File: config.mk
export PLATFORM = sky130hd
export DESIGN_NAME = lfsr_seq_ctrl
export DESIGN_NICKNAME = d
export VERILOG_FILES = /design/src/rtl/lfsr_seq_ctrl.sv
export SDC_FILE = /design/constraint.sdc
export NUM_CORES = 1
export LEC_CHECK = 0
export BUFFER_PORTS_ARGS = -buffer_cell sky130_fd_sc_hd__buf_2
export CELL_PAD_IN_SITES_DETAIL_PLACEMENT = 0
export CELL_PAD_IN_SITES_GLOBAL_PLACEMENT = 2
export CORE_AREA = 2 2 64 66
export CTS_CLUSTER_DIAMETER = 30
export DETAILED_ROUTE_END_ITERATION = 8
export DIE_AREA = 0 0 66 68
export GPL_ROUTABILITY_DRIVEN = 0
export PLACE_DENSITY_LB_ADDON = 0.1
export SETUP_SLACK_MARGIN = 0.2
export SYNTH_ARGS = -nofsm -noshare
export SYNTH_HDL_FRONTEND = slang
export SYNTH_SLANG_ARGS = --single-unit
File: constraint.sdc
create_clock -name CLK -period 3.6 [get_ports CLK]
set_clock_uncertainty 0.2 [all_clocks]
set_input_delay 0.18 -clock CLK [delete_from_list [all_inputs] [get_ports CLK]]
set_output_delay 0.18 -clock CLK [all_outputs]
set_load 0.01 [all_outputs]
File: src/rtl/lfsr_seq_ctrl.sv
// ---------------------------------------------------------------------------
// lfsr_seq_ctrl
//
// Purpose:
//   Sequencing controller plus the 8-bit right-shift register it owns.
//   A requester hands over a job (mode, seed, step count) with a start
//   pulse while the block is idle. The seed is parallel-loaded, then the
//   register is shifted exactly `count` times, one shift per clock. The
//   shift-in bit is either the serial input (mode 0) or LFSR feedback from
//   taps 0,1,2,5 (mode 1). Completion is flagged by a one-cycle done pulse.
//   A running job can be cancelled with abort, which leaves the partial
//   result in the register and produces no done pulse.
//
// Ports:
//   CLK        in   1      clock, rising-edge active
//   rst        in   1      asynchronous reset, active low
//   start      in   1      job request, sampled only while idle
//   mode       in   1      0 = serial shift from sin, 1 = LFSR feedback
//   seed       in   W      parallel load value, captured with start
//   count      in   CNT_W  number of shifts, captured with start
//   sin        in   1      serial input bit, used in mode 0 while running
//   abort      in   1      cancel the running job
//   busy       out  1      high whenever a job is in progress or completing
//   done       out  1      one-cycle completion pulse
//   data       out  W      current register contents
//   steps_left out  CNT_W  shifts still to perform
//   lockup     out  1      seed-0 LFSR load was corrected (0 without macro)
//
// Configuration:
//   LFSR_LOCKUP_FIX_EN - when defined, an LFSR job started with seed 0 loads
//   8'h01 instead (the all-zero state never leaves itself) and raises lockup
//   until the next accepted start. When undefined, seed 0 is loaded as-is
//   and lockup is tied low.
// ---------------------------------------------------------------------------
module lfsr_seq_ctrl #(
  parameter int W     = 8,
  parameter int CNT_W = 8
) (
  input  logic             CLK,
  input  logic             rst,
  input  logic             start,
  input  logic             mode,
  input  logic [W-1:0]     seed,
  input  logic [CNT_W-1:0] count,
  input  logic             sin,
  input  logic             abort,
  output logic             busy,
  output logic             done,
  output logic [W-1:0]     data,
  output logic [CNT_W-1:0] steps_left,
  output logic             lockup
);

  typedef enum logic [1:0] {
    IDLE = 2'd0,
    RUN  = 2'd1,
    DONE = 2'd2
  } state_t;

  state_t           state_q, state_d;
  logic [W-1:0]     data_q, data_d;
  logic [CNT_W-1:0] steps_q, steps_d;
  logic             mode_q, mode_d;
  logic             busy_q, busy_d;
  logic             done_q, done_d;
  logic             fb;

`ifdef LFSR_LOCKUP_FIX_EN
  logic             lockup_q, lockup_d;
  logic             seed_is_lockup;

  // An LFSR job seeded with all zeros would never leave zero.
  assign seed_is_lockup = mode && (seed == '0);
`endif

  // Feedback bit for the next shift. Mode is taken from the latched copy so
  // that a requester changing mode mid-job cannot disturb the sequence.
  always_comb begin
    fb = sin;
    if (mode_q) begin
      fb = data_q[0] ^ data_q[1] ^ data_q[2] ^ data_q[5];
    end
  end

  // Next-state and datapath logic. busy/done are derived from the next
  // state so they come out of flops aligned with the state register.
  always_comb begin
    state_d = state_q;
    data_d  = data_q;
    steps_d = steps_q;
    mode_d  = mode_q;
`ifdef LFSR_LOCKUP_FIX_EN
    lockup_d = lockup_q;
`endif

    unique case (state_q)
      IDLE: begin
        if (start) begin
          data_d  = seed;
          mode_d  = mode;
          steps_d = count;
          state_d = (count != '0) ? RUN : DONE;
`ifdef LFSR_LOCKUP_FIX_EN
          lockup_d = seed_is_lockup;
          if (seed_is_lockup) begin
            data_d = W'(1);
          end
`endif
        end
      end

      RUN: begin
        // Abort takes priority even over the final shift.
        if (abort) begin
          steps_d = '0;
          state_d = IDLE;
        end else begin
          data_d  = {fb, data_q[W-1:1]};
          steps_d = steps_q - CNT_W'(1);
          if (steps_q == CNT_W'(1)) begin
            state_d = DONE;
          end
        end
      end

      DONE: begin
        state_d = IDLE;
      end

      default: begin
        state_d = IDLE;
      end
    endcase

    busy_d = (state_d != IDLE);
    done_d = (state_d == DONE);
  end

  // State and datapath registers.
  always_ff @(posedge CLK or negedge rst) begin
    if (!rst) begin
      state_q <= IDLE;
      data_q  <= '0;
      steps_q <= '0;
      mode_q  <= 1'b0;
      busy_q  <= 1'b0;
      done_q  <= 1'b0;
`ifdef LFSR_LOCKUP_FIX_EN
      lockup_q <= 1'b0;
`endif
    end else begin
      state_q <= state_d;
      data_q  <= data_d;
      steps_q <= steps_d;
      mode_q  <= mode_d;
      busy_q  <= busy_d;
      done_q  <= done_d;
`ifdef LFSR_LOCKUP_FIX_EN
      lockup_q <= lockup_d;
`endif
    end
  end

  assign busy       = busy_q;
  assign done       = done_q;
  assign data       = data_q;
  assign steps_left = steps_q;
`ifdef LFSR_LOCKUP_FIX_EN
  assign lockup     = lockup_q;
`else
  assign lockup     = 1'b0;
`endif

endmodule

==> results_dict.tcl <==
set metrics [dict create \
    reg2reg_from "state_q[0]" \
    htreeDepth 1 \
    hpwl_microns 2301 \
    r2r_setup_slack_ns 1.57 \
    arrival_ns 2.03 \
    dieArea_sq_mm 0.004488 \
    final_nets 184 \
    cts_tree "done" \
    reg2reg_to "data[7]" \
    grt_pass1_vias 1042 \
    die_h_microns 68 \
    multi_input_area_sq_um 580.6 \
    setup_violations 0 \
    vdd_drop_max_v 0.0002744 \
    met3_wirelength_microns 155 \
    io_buffer_count 39 \
    synth_cell_type_count 40 \
    cap_viol_max_count 0 \
    diodes 0 \
    outcome "complete, no violations" \
    holdPathStages 3 \
    wl_met2_microns 1457 \
    remaining_drc_errors 0 \
    critPathMaxFanout 16 \
    first_pass_iters 4 \
    finalWirelength_microns 3062 \
    worstSetupPathType "flop to flop" \
    cp-end-kind "flop" \
    avgViaCountPerCell 4.833 \
    syn_area_per_cell_sq_um 9.913 \
    core_sq_mm 0.003856 \
    crit_slowest_cell "a211oi_2" \
    relSlewSlack 0.3312 \
    power_density_mw_per_mm2 680.8 \
    path_clk_slew_ns 0.08 \
    die_w_microns 66 \
    synth_ff_type "dfrtp_1" \
    n_fill_cell 418 \
    wl_per_cell_microns 14.65 \
    rsz0062_at_grt "no" \
    yosys-top-cells-count "dfrtp_1, nor2_1, a21oi_1" \
    crit_chain "nor2_1 > a211oi_2 > o22ai_1 > a21oi_1" \
    design.portCount 41 \
    hp-start "count[5]" \
    yosys-top-cells-area "dfrtp_1, mux2i_1, a21oi_1, nor2_1, nand2_1" \
    netlist_area_sq_mm 0.001150 \
    hp-class "input port to flop" \
    ys_ff_latch 21 \
    grt_pass1_wl_microns 5140 \
    grt_max_degree 22 \
    clock_sinks 21 \
    timing.fmax_mhz 493.0 \
    synth.most_common_cell "dfrtp_1" \
    cts_buffers 3 \
    hold_path_end "steps_left[5]" \
    rows 23 \
    antenna_found_initial 0 \
    finalHoldViolations 0 \
    synthArstFlopShare 1.000 \
    clockBufferDepth 2 \
    cts_root_buf "clkbuf_8" \
    fin_tns_setup_ns 0 \
    final-max-slew-violation-count 0 \
    synthCells 116 \
    drt_iter0_markers 30 \
    min_period_ns 2.028 \
    yosysSeqAreaShare 0.4570 \
    ff2ff_path_depth 4 \
    initial_core_util 0.2982 \
    syn_to_final_growth_pct 28.51 \
    layout-drive-gt1-share 0.3208 \
    grt_use_total 0.1558 \
    cp-start-kind "flop" \
    syn_nets 140 \
    regArea_sq_um 525.5 \
    synth_edf_count 0 \
    hold-worst-slack_ns 0.004335 \
    synth_top_area_share 0.4570 \
    p_leak_nw 0.6797 \
    required_ns 3.60 \
    postCtsResizedCells 0 \
    insertion_delay_ns 0.27 \
    antenna_left 0 \
    grt-ovfl-total 0 \
    wl_met1_microns 1360 \
    finalCritPeriodShare 0.5634 \
    synth_largest_area_cell "dfrtp_1" \
    top_layer "met4" \
    ys_warn_count 0 \
    crit_path_max_incr_delay_ns 0.79 \
    vias 1010 \
    max_slew.worst_pin.slew_ns 1.001 \
    cp-startpoint "state_q[0]" \
]
## cell usage in the layout (no fill, tap or decap), drive strengths merged, types with 3 or more instances in the layout
cell	count
o21ai	9
dlygate4sd3	6
o22ai	3
nor2	13
mux2i	9
nand2	9
dfrtp	21
a21oi	10
clkbuf	3
buf	39
## worst max-delay path, delay by kind of cell, from the launching register on
family | cells | cell delay [ns]
AOI/OAI and AO/OA | 3 | 1.14
DFF | 1 | 0.51
and+or+nand+nor | 1 | 0.10
## registers in the layout, indices dropped and copies added, names as in the netlist
register	count
data	8
steps_left	8
state_q	2
busy	1
done	1
mode_q	1
## worst max path at each step
stage,endpoint,cells past startpoint
finish,data[7],4
global route,data[7],4
CTS,data[7],4
detailed placement,data[7],4
global placement,data[7],4
floorplan,state_q[0],4
## power breakdown
group | switching, mW | internal, mW | leakage (nW)
clock network | 0.0865 | 0.0775 | 0.0255
registers | 0.0923 | 0.319 | 0.251
logic | 0.233 | 0.198 | 0.403
## cell families (layout without fill, tap and decap cells)
| family | after synthesis | in the layout | synth area share |
|---|---|---|---|
| simple gates | 36 | 36 | 0.1763 |
| compound gates | 35 | 35 | 0.1926 |
| flops | 21 | 21 | 0.4570 |
| mux | 10 | 10 | 0.08814 |
| buf+inv | 8 | 51 | 0.03808 |
| xor+xnor | 3 | 3 | 0.02286 |
| fa+ha+maj | 2 | 2 | 0.02176 |
| other cells | 1 | 1 | 0.003261 |
## per-layer routing
layer	track usage	vias up
met4	0.08163	0
met1	0.1895	465
met5	0	-
met3	0.03125	7
li1	-	506
met2	0.2626	32
## stage by stage
step,power (mW),instances,area [sq um],util,setup WS [ns]
5_1_grt,1.098,209,1478,0.3832,1.352
4_1_cts,1.022,209,1478,0.3832,1.559
3_5_place_dp,0.8493,199,1371,0.3556,1.593
3_3_place_gp,0.8521,199,1371,0.3556,1.645
2_1_floorplan,0.6946,116,1150,-,1.903
6_report,1.006,209,1478,0.3832,1.572
## repair_timing
item / in CTS / in global routing
buffers inserted: 0 / 0
hold endpoints to repair: 26 / 0
setup endpoints to repair: 0 / 0
hold buffers: 6 / 0
## final cells by class
cell class	count	share of cell area
tap	50	0.04234
clock inverter	1	0.003387
multi-input combinational	87	0.3929
timing repair buffer	45	0.1727
inverter	2	0.005080
clock buffer	3	0.02794
sequential	21	0.3556
(Power assumes the default switching activity.)
